<file path="src/rtl/pio_debounce_capture.sv">
// pio_debounce_capture
//   Avalon-MM input PIO for push-buttons and slide switches. Every channel is
//   passed through a two-flop synchroniser and a per-channel debounce counter,
//   then edge-detected. Selected edges are latched in a write-one-to-clear
//   capture register. The capture register drives a maskable, registered level
//   interrupt.
//
//   Register map (word address):
//     0 DATA     RO     debounced levels, zero-extended
//     1 IRQMASK  RW     bits [WIDTH-1:0]
//     2 reserved RO     reads 0
//     3 EDGECAP  R/W1C  captured edges; set wins over a same-cycle clear
//
// Ports
//   clk_clk        system clock
//   reset_reset_n  asynchronous reset, active low
//   in_port        raw asynchronous input pins
//   address        Avalon-MM word address
//   read, write    Avalon-MM strobes (no waitrequest)
//   writedata      write data
//   readdata       registered read data, valid one clock after read
//   irq            level interrupt, |(edge_cap & irq_mask) registered
module pio_debounce_capture #(
  parameter int unsigned       WIDTH           = 4,
  parameter int unsigned       DEBOUNCE_CYCLES = 50000,
  parameter int unsigned       CNT_W           = 16,
  parameter int unsigned       EDGE_MODE       = 1,
  parameter logic [WIDTH-1:0]  RESET_LEVEL     = '1
) (
  input  logic              clk_clk,
  input  logic              reset_reset_n,
  input  logic [WIDTH-1:0]  in_port,
  input  logic [1:0]        address,
  input  logic              read,
  input  logic              write,
  input  logic [31:0]       writedata,
  output logic [31:0]       readdata,
  output logic              irq
);

  localparam logic [CNT_W-1:0] CNT_MAX = CNT_W'(DEBOUNCE_CYCLES - 1);

  logic [WIDTH-1:0] sync1;
  logic [WIDTH-1:0] sync2;
  logic [WIDTH-1:0] stable;
  logic [WIDTH-1:0] prev;
  logic [CNT_W-1:0] cnt [WIDTH];
  logic [WIDTH-1:0] edge_cap;
  logic [WIDTH-1:0] irq_mask;

  logic [WIDTH-1:0] rise;
  logic [WIDTH-1:0] fall;
  logic [WIDTH-1:0] edge_sel;
  logic [WIDTH-1:0] cap_clr;
  logic             mask_we;
  logic [31:0]      rd_mux;
  logic             unused_wdata;

  // Synchroniser, debounce and edge history. prev resets to the same level as
  // stable so the reset value itself never looks like an edge.
  always_ff @(posedge clk_clk or negedge reset_reset_n) begin
    if (!reset_reset_n) begin
      sync1  <= RESET_LEVEL;
      sync2  <= RESET_LEVEL;
      stable <= RESET_LEVEL;
      prev   <= RESET_LEVEL;
      for (int unsigned i = 0; i < WIDTH; i++) begin
        cnt[i] <= '0;
      end
    end else begin
      sync1 <= in_port;
      sync2 <= sync1;
      prev  <= stable;
      for (int unsigned i = 0; i < WIDTH; i++) begin
        if (sync2[i] == stable[i]) begin
          cnt[i] <= '0;
        end else if (cnt[i] == CNT_MAX) begin
          stable[i] <= sync2[i];
          cnt[i]    <= '0;
        end else begin
          cnt[i] <= cnt[i] + CNT_W'(1);
        end
      end
    end
  end

  always_comb begin
    rise     = stable & ~prev;
    fall     = ~stable & prev;
    edge_sel = '0;
    case (EDGE_MODE)
      0:       edge_sel = rise;
      1:       edge_sel = fall;
      default: edge_sel = rise | fall;
    endcase
  end

  always_comb begin
    cap_clr = '0;
    mask_we = 1'b0;
    if (write && (address == 2'd3)) begin
      cap_clr = writedata[WIDTH-1:0];
    end
    if (write && (address == 2'd1)) begin
      mask_we = 1'b1;
    end
    unused_wdata = ^writedata;
  end

  always_comb begin
    rd_mux = '0;
    case (address)
      2'd0:    rd_mux[WIDTH-1:0] = stable;
      2'd1:    rd_mux[WIDTH-1:0] = irq_mask;
      2'd3:    rd_mux[WIDTH-1:0] = edge_cap;
      default: rd_mux = '0;
    endcase
  end

  // Clear is applied before the new edges are OR-ed in, so a coincident edge
  // survives its own W1C.
  always_ff @(posedge clk_clk or negedge reset_reset_n) begin
    if (!reset_reset_n) begin
      edge_cap <= '0;
      irq_mask <= '0;
      readdata <= '0;
      irq      <= 1'b0;
    end else begin
      edge_cap <= (edge_cap & ~cap_clr) | edge_sel;
      if (mask_we) begin
        irq_mask <= writedata[WIDTH-1:0];
      end
      if (read) begin
        readdata <= rd_mux;
      end
      irq <= |(edge_cap & irq_mask);
    end
  end

endmodule

</file>
<file path="config.mk">
export PLATFORM = sky130hd
export DESIGN_NAME = pio_debounce_capture
export DESIGN_NICKNAME = d
export VERILOG_FILES = /design/src/rtl/pio_debounce_capture.sv
export SDC_FILE = /design/constraint.sdc
export NUM_CORES = 1
export LEC_CHECK = 0
export ABC_AREA = 1
export CORE_ASPECT_RATIO = 1.2
export CORE_MARGIN = 2
export CORE_UTILIZATION = 35
export CTS_BUF_LIST = sky130_fd_sc_hd__clkbuf_4 sky130_fd_sc_hd__clkbuf_8
export DETAILED_ROUTE_END_ITERATION = 10
export PLACE_DENSITY = 0.53
export SLEW_MARGIN = 20
export SYNTH_ARGS = -nofsm -noshare
export SYNTH_HDL_FRONTEND = slang
export SYNTH_SLANG_ARGS = --single-unit
</file>
<file path="constraint.sdc">
create_clock -name clk_clk -period 3.55 [get_ports clk_clk]
set_input_delay 0.5325 -clock clk_clk [delete_from_list [all_inputs] [get_ports clk_clk]]
set_output_delay 0.5325 -clock clk_clk [all_outputs]
set_load 0.01 [all_outputs]
</file>
* Word level (Yosys, flattened, before mapping)
Cells that the tools add are included.
** Storage, ports and cells
- Flip-flop bits (word level) :: 93
- Bits of input ports :: 42
- Output and inout port bits :: 33
** Cells by class
- Add/subtract/negate cells :: 4
- Equality and inequality tests :: 10
- Mux-type cells :: 11
- Bitwise logic cells :: 10
- Reduce and logical (&&, ||, !) cells :: 8
** Operator list (count)
- 2-to-1 mux 16 bit :: 8
- adder 16 x 1 -> 16 bit, second input constant :: 4
- == test 16 bit, second input constant :: 4
- bitwise AND 4 bit :: 3
- one-hot mux 4 bit (3 select lines) :: 1
- NOT 4 bit :: 2
- AND reduction 2 bit :: 4
- == test 1 bit :: 4
- 2-to-1 mux 4 bit :: 1
- NOT 1 bit :: 4
- OR 4 bit :: 1
- OR reduction 4 bit :: 1
- == test 2 x 1 -> 1 bit, second input constant :: 1
- == test 2 bit, second input constant :: 1
- logical AND 1 bit :: 2
- logical NOT 2 bit :: 1
- 2-to-1 mux 1 bit :: 1

* Longest topological paths before layout
Gate-level depths: netlist of the first run.
- Depth in word-level cells :: 6
- Depth in mapped cells :: 8

* Least setup slack after synthesis of the first run
Ideal clock, no wire load.
- Kind :: reg-to-reg
- Start point :: register cnt[16] in the netlist's numbering
- End point :: register cnt[27] in the netlist's numbering
- Library setup time :: 0.122 ns
- Arrival :: 1.174 ns
- Data required time :: 3.428 ns
- Setup slack :: 2.254 ns
- Cell stages (with the launch flop) :: 7
- Buffers on the path :: 0
- Period minus slack after synthesis :: 1.296 ns
- Cells stage by stage :: dfrtp_1 -> ha_1 -> nand3_1 -> nor3_2 -> nand2_1 -> nand3_1 -> nor2_1
** Between the ends
- Longest elaborated chain between the ends :: 3
** Ends and longest elaborated chain
- start, declared :: RTL line 47 : logic [CNT_W-1:0] cnt [WIDTH];
- start signal, assigned by index :: RTL line 81 : cnt[i] <= cnt[i] + CNT_W'(1);
- adder 16 x 1 -> 16 bit / == test 16 bit (equally long branches) :: RTL line 81, 77
- 2-to-1 mux 16 bit (*) :: RTL line 77 : end else if (cnt[i] == CNT_MAX) begin
- 2-to-1 mux 16 bit (*) :: RTL line 75 : if (sync2[i] == stable[i]) begin
Mark *: on every way between the ends. The rest lies on a longest branch, timed or not.
A chain may end at the register's enable or synchronous reset.

* Final worst setup path of the first run
- Start point :: register readdata[0]
- End point :: output port readdata[0]
** RTL lines
- start, declared :: RTL line 37 : output logic [31:0] readdata,
- start signal, assigned :: RTL line 134 : readdata <= rd_mux;
No word-level cell between the ends.

==> results of run 1 <==
[kinds of logic (layout without fill, tap and decap cells)]
| logic type | after synthesis | count (layout) | synth area share |
|---|---|---|---|
| XOR/XNOR | 23 | 23 | 0.0471 |
| other | 1 | 28 | 0.000764 |
| adder cells (fa/ha/maj) | 4 | 4 | 0.0102 |
| AO/OA/AOI/OAI | 36 | 36 | 0.0390 |
| flip-flops | 93 | 93 | 0.478 |
| buffers and inverters | 110 | 118 | 0.106 |
| multiplexers | 4 | 4 | 0.00917 |
| AND/OR/NAND/NOR | 360 | 360 | 0.310 |
[power by group through the flow]
stage / Combinational, µW / Sequential, µW / Clock, µW
floorplan: 89.8 / 1140 / 0
global placement: 133 / 1140 / 0
detailed placement: 135 / 1140 / 0
CTS: 136 / 1120 / 701
global route: 152 / 1120 / 736
finish: 131 / 1120 / 663
[Yosys cell counts, drive strengths merged, types with 10 or more instances]
cell type / instances
a21oi: 11
buf: 28
dfrtp: 77
dfstp: 16
inv: 82
nand2: 138
nand3: 50
nand4: 15
nor2: 141
nor3: 14
o21ai: 18
xnor2: 10
xor2: 13
[final timing paths]
kind / start / endpoint / slack (ps) / depth (start not counted)
max: readdata[0]$_DFFE_PN0P_ / readdata[0] / 1690 / 1
min: reset_reset_n / cnt[3]$_DFF_PN0_ / 240 / 1
max reg2reg: cnt[16]$_DFF_PN0_ / cnt[30]$_DFF_PN0_ / 1980 / 6
min reg2reg: sync1[3]$_DFF_PN1_ / sync2[3]$_DFF_PN1_ / 360 / 0
max in group asynchronous: reset_reset_n / stable[0]$_DFFE_PN1P_ / 2500 / 2
min in group clk_clk: sync1[3]$_DFF_PN1_ / sync2[3]$_DFF_PN1_ / 360 / 0
[registers in the layout (all words and copies together) (netlist names)]
register,count
cnt,64
irq,1
edge_cap,4
sync1,4
sync2,4
readdata,4
stable,4
prev,4
irq_mask,4
[through the flow]
step                      std cells  setup slack [ps]  instance area (µm²)  power [µW]  hold WS (ps)
final                           837              1690                 5390        1910           238
after global routing            837              1640                 5390        2010           303
after CTS                       837              1660                 5390        1960           266
after detailed placement        821              1630                 5210        1270           347
after global placement          821              1640                 5210        1270           346
after floorplan                 658              2250                 5010        1230           237
[final cells by class]
cell class	instances	area share
flip-flops and latches	93	0.436
multi-input cells	455	0.398
inverters	82	0.0576
well taps	171	0.0397
repair buffers	20	0.0358
clock buffers	11	0.0269
clock inverters	5	0.00650
[layer usage]
metal	vias to the layer above	part of all wire	wire (µm)	global-route usage
met1	1820	0.46	4520	0.178
met3	9	0.041	400	0.0273
met4	0	0.016	153	0.0556
met5	-	0	0	0
met2	67	0.48	4700	0.229
li1	1974	-	-	-
==> out/summary.md, run 1 <==
Static timing analysis puts the maximum clock frequency at 0.538 GHz. Summed over all layers, the global routing overflow is 0. The horizontal die dimension came out at 112 µm.

On the final layout, the worst clock skew is 13.2 ps. The run gives 0.392 as the core occupancy in the finished layout. Setup repair after global routing left no endpoint under its margin. The via count of the first global-routing pass was 3626.

On the worst path, the slowest cell contributes a delay of 560 ps. Max-cap violation count: 0. Sorting the synthesized cells by area gives the leading types as sky130_fd_sc_hd__dfrtp_1 (39%), sky130_fd_sc_hd__nor2_1 (11%), sky130_fd_sc_hd__nand2_1 (10%).

Along the worst path, the maximum fanout reaches 2. The area share of the leading cell type in the synthesized netlist works out to 0.392. The synthesized design spends more area on one cell type than any other, namely sky130_fd_sc_hd__dfrtp_1. The average instance in the mapped netlist occupies 7.78 µm². The number of antenna violations at the first check in global routing came out at 0. The root buffer cell chosen for the clock tree is sky130_fd_sc_hd__clkbuf_8.

Total DRC errors in the routed layout: 0. The die outline area is 0.0150 mm², and the register bit count reported by yosys is 93. STA classifies the critical path endpoint as a primary output. The violation count after the first detailed-route iteration was 204. The placed wire-length estimate was 7.24 mm; the number of antenna cells inserted was 0.

The H-tree was split into 3 levels. The worst setup path is launched from a flop. Clock-pin slew was measured on the worst setup and hold paths at 90 ps. For this design, the slowest cell found on the critical path is sky130_fd_sc_hd__clkdlybuf4s50_1.

The minimum period implied by the final worst setup slack is 1860 ps. Actual slew at the worst max-slew pin: 800 ps. The prevailing post-synth register cell was sky130_fd_sc_hd__dfrtp_1. The switching part of the total was 0.254. The layout overhead on the synthesized area was 9.73%. The library cells used most frequently in the layout, excluding fill and tap cells, are sky130_fd_sc_hd__nor2_1 (140), sky130_fd_sc_hd__nand2_1 (133), sky130_fd_sc_hd__inv_1 (78), sky130_fd_sc_hd__dfrtp_1 (77), sky130_fd_sc_hd__nand3_1 (50). The signal on the critical path passes through clkdlybuf4s50_1.

Before antenna repair, the detailed router went through 4 iterations. Buffers inserted during clock tree synthesis total 9. Port buffering added 18 buffers. The first-pass GRT wire length is 16.8 mm, and the number of warnings issued by yosys is 0.

The flow ran to the end, and the final reports show no timing, DRC or antenna violations. IR analysis of the VDD net gives a maximum drop of 0.000156 V. After detailed routing, the number of vias per cell comes to 4.62. The run gives 28 as the count of unique library cells instantiated by Yosys.

The min-delay analysis places its worst path in the category primary input to async pin. In this design, the largest share of critical-path delay is due to buffers and inverters. For the pin count of the biggest net entering global routing, the log shows 64.

Routability-driven placement finished with a final weighted congestion of 0.841. After the last flow step, the layout net total stands at 707. In this run, synthesis inferred 0 flip-flops with an integrated enable. For the initial cell density of the core, the log shows 0.357. The logs give 0 for the number of setup violations in the final report and 3020 ps for the critical path required time. The tools report the post-detailed-route count of antenna-violating nets as 0. The region available for standard cell placement spans 0.0138 mm². The number of clock sinks seen by CTS was 93; the overall track demand over capacity in global routing was 0.138.

The floorplan has 47 rows. The fraction of synthesis flops using an asynchronous set or reset pin was 1.00. TritonCTS built the clock tree.

The internal power component is 1430 µW. The leakage power summed over all cells came out at 0.00252 µW. The number of setup buffers added after CTS is 0.

The routed layout has 3870 vias. The synthesized netlist occupies a cell area of 0.00491 mm². The count of boundary I/O pins was 75. The share of final-layout standard cells stronger than drive strength 1 works out to 0.0871. The clock latency of the later-clocked register in the worst-skew pair was 370 ps. The mean routed wirelength per cell works out to 11.7 µm. The total buffers and inverters traversed by the critical path is 1, and the net switching component of the power is 487 µW. The logs give 2 for the maximum number of buffers from clock root to sink and 0.346 for the clock network power share.

The number of instances in the synthesized netlist is 631, and the number of filler instances in the final layout is 1418. The worst slew slack as a fraction of its limit was 0.467; the final count of pins violating max slew was 0. The hold violation total from the final report was 0; the setup TNS after final layout was 0 ps. The leading cell type in the layout, fill and taps excluded was sky130_fd_sc_hd__nor2_1.

The vertical extent of the die is 134 µm, and the total wirelength of the detailed-routed design is 9.77 mm. The setup path with the least slack is of type flop to primary output. The ratio of final minimum period to clock period is 0.523, and the critical path data arrival time is 1330 ps.

For the part of the total power dissipated in combinational logic, the log shows 0.069. The area taken by multi-input logic gates was 0.00214 mm². The tools report the fraction of the yosys area taken by sequential cells as 0.478. Gates resized during post-CTS repair numbered 0. Summing all flip-flop and latch instances after layout gives 0.00235 mm². In this run the power density over the cells is 355 mW/mm².

The share of total power in sequential cells is 0.585. Buffers inserted to repair hold after CTS numbered 0.
Power figures use the tool's default switching activity.
==> run 2: changes to the inputs <==
- clock period: 3.55 -> 1.78 ns (I/O delays scaled with it)
==> run 2 against run 1 <==
Combinational power is 110% higher. Count of clock-buffer cells in the layout is 1 lower. Final cell count increased by 0.12%. First-iteration DRC count shrank 43%. Design area grew 1.4%. Wire length down 1.1%. Sequential share of layout area is 0.59 points lower. Critical path depth unchanged. Sequential cell count did not move. Critical endpoint unchanged. Highest routed layer unchanged.
==> out/summary.md, run 2 (synthesis gave the netlist of run 1 again) <==
Ratio of final minimum period to clock period: 0.889. The clock tree skew after final layout came out at 12.5 ps (-0.627 ps). The stage delay of the slowest cell on the critical path works out to 560 ps (about the same).

The tools report the initial cell density of the core as 0.357 (unchanged). The total wirelength of the detailed-routed design was 9.66 mm (-1.1%). The logs give 982 µW (+100%) for the net switching component of the power and 46 (-28%) for the pin count of the biggest net entering global routing.

The post-CTS setup buffer count was 0 (unchanged). The layout overhead on the synthesized area is 11.2%. Setup repair after global routing left no endpoint under its margin.

The clock-pin transition on the worst setup and hold timing paths was 90 ps (about the same); the final-layout worst hold slack was 285 ps (+47.0 ps). The library cells used most frequently in the layout, excluding fill and tap cells, are sky130_fd_sc_hd__nor2_1 (140), sky130_fd_sc_hd__nand2_1 (133), sky130_fd_sc_hd__inv_1 (78), sky130_fd_sc_hd__dfrtp_1 (77), sky130_fd_sc_hd__nand3_1 (50). The share of final-layout standard cells stronger than drive strength 1 works out to 0.0870 (-0.000131).

The library cell used most frequently in the layout, excluding fill and tap cells, is sky130_fd_sc_hd__nor2_1. Area of the core: 0.0138 mm² (unchanged). For the clock network power share, the log shows 0.386 (+0.040). The number of clock sinks seen by CTS was 93 (unchanged); the die outline area was 0.0150 mm² (unchanged). The tools report the setup TNS after final layout as 0 ps (unchanged). After layout, the minimum clock period comes to 1580 ps. The leakage power summed over all cells was 0.00255 µW (+1.3%); the instance count after placement with tap cells included was 821 (unchanged). The largest individual stage delay along the critical path comes from the cell sky130_fd_sc_hd__clkdlybuf4s50_1. Flip-flop count of the largest register, all copies and words added: 64 (unchanged). The run gives 2 (unchanged) as the maximum number of buffers from clock root to sink.

The count of vias placed by the detailed router is 3819 (-1.3%). The count of input and output buffers came out at 18 (unchanged). The tightest min-delay check is of the primary input to async pin type. The mean routed wirelength per cell is 11.5 µm (-1.2%), and the number of gates resized after CTS is 0 (unchanged). The number of nets in the finished design is 708 (+0.14%). The critical path goes through clkdlybuf4s50_1. Highest achievable clock rate: 0.632 GHz. The tools report the total iterations of the first detailed-routing run as 4 (unchanged).

For the share of total power in sequential cells, the log shows 0.547 (-0.038). Violation count after the first detailed-route iteration: 116 (-43%). The core occupancy in the finished layout is 0.397 (+0.00536). The max-cap violation count was 0 (unchanged); the critical path required time was 1510 ps (-1510 ps). The logs give 0 (unchanged) for the hold violation total from the final report and 75 (unchanged) for the count of boundary I/O pins. The switching part of the total was 0.241 (-0.0135).

The critical path data arrival time is 1310 ps (-20 ps), and the maximum net fanout on the critical path is 2 (unchanged). For the overall track demand over capacity in global routing, the log shows 0.137 (-0.00163). The first-pass GRT wire length is 16.7 mm (-0.41%), and the number of antenna violations at the first check in global routing is 0 (unchanged). The part of the total power dissipated in combinational logic is 0.067 (-0.002), and the global-route congestion overflow total is 0 (unchanged). The detailed-route vias per instance is 4.56 (-1.4%). The flow ran to the end, and the final reports show no timing, DRC or antenna violations. The tools report the clock root buffer as sky130_fd_sc_hd__clkbuf_8.

The post-detailed-route count of antenna-violating nets was 0 (unchanged); the placer's final routability congestion estimate was 0.861 (+2.4%). The via count of the first global-routing pass was 3658 (+0.88%). The element type at the critical path start was a flop.

The internal power component was 3090 µW (+120%); the final count of pins violating max slew was 0 (unchanged). For the clock latency of the later-clocked register in the worst-skew pair, the log shows 370 ps (about the same). The worst setup path is captured at a primary output. The kind of cell adding the most delay to the critical path was buffers and inverters. The run gives 9 (unchanged) as the number of CTS-inserted buffers. The placed wire-length estimate is 7.14 mm (-1.4%), and the placement-stage cell area is 0.00523 mm² (+0.48%). The total DRC errors in the routed layout is 0 (unchanged). The vertical extent of the die was 134 µm (unchanged); the horizontal die dimension was 112 µm (unchanged).

Category of the critical setup timing path: flop to primary output. The highest ir drop seen on vdd came out at 0.000523 V (+240%). The total number of placement rows was 47 (unchanged). The total buffers and inverters traversed by the critical path is 1 (unchanged), and the final cell area excluding filler cells is 0.00546 mm² (+1.4%).

Register with the highest flop count: cnt. The power density over the cells was 746 mW/mm² (+110%); the number of antenna cells inserted was 0 (unchanged). The final non-filler cell total is 838 (+0.12%), and the number of setup violations in the final report is 0 (unchanged). TritonCTS built the clock tree.

The run gives 3 (unchanged) as the number of levels in the clock H-tree.
run 2: changes by cell type in the layout (fill, tap and decap cells not counted):
cell and change:
sky130_fd_sc_hd__inv_6 -1, sky130_fd_sc_hd__dlygate4sd3_1 +1, sky130_fd_sc_hd__clkbuf_8 -1, sky130_fd_sc_hd__bufinv_16 +2, sky130_fd_sc_hd__buf_4 -2, sky130_fd_sc_hd__buf_12 +2, sky130_fd_sc_hd__clkinv_4 +1, sky130_fd_sc_hd__clkinvlp_4 -1
run 2: repair_timing:
action / in CTS / in global routing
endpoints found under the hold margin: 13 / 0
setup endpoints to repair: 0 / 0
hold buffers: 1 / 0
run 2: cell type report:
type | instances | area [µm²]
Tap cell | 171 | 214
Inverter | 82 | 310
Timing Repair Buffer | 21 | 228
Clock buffer | 10 | 131
Multi-Input combinational cell | 455 | 2140
Fill cell | 1398 | 8300
Sequential cell | 93 | 2350
Clock inverter | 6 | 87.6
run 2: path summary, 6_finish.rpt:
kind	from	end	slack (ps)	depth (start not counted)
max	readdata[0]$_DFFE_PN0P_	readdata[0]	200	1
min	reset_reset_n	cnt[0]$_DFF_PN0_	290	2
max reg2reg	cnt[0]$_DFF_PN0_	cnt[3]$_DFF_PN0_	210	6
min reg2reg	sync1[1]$_DFF_PN1_	sync2[1]$_DFF_PN1_	350	0
max in group asynchronous	reset_reset_n	sync2[0]$_DFF_PN1_	930	3
min in group clk_clk	in_port[2]	sync1[2]$_DFF_PN1_	290	1
run 2: power by group through the flow:
stage | Combinational (µW) | Sequential (µW) | Clock, µW
after global routing | 316 | 2240 | 1720
after detailed placement | 278 | 2270 | 0
after global placement | 273 | 2270 | 0
after floorplan | 179 | 2260 | 0
final | 273 | 2230 | 1570
after CTS | 281 | 2230 | 1630
run 2: through the flow:
stage	total power (µW)	setup slack, ps
6_report	4080	198
5_1_grt	4280	37.5
4_1_cts	4140	175
3_5_place_dp	2550	111
3_3_place_gp	2540	130
2_1_floorplan	2440	484
run 2: layer usage:
layer,GRT usage,up-vias,wire [µm]
li1,-,1987,-
met2,0.219,68,4580
met3,0.0255,13,310
met1,0.182,1751,4570
met5,0,-,0
met4,0.0569,0,202
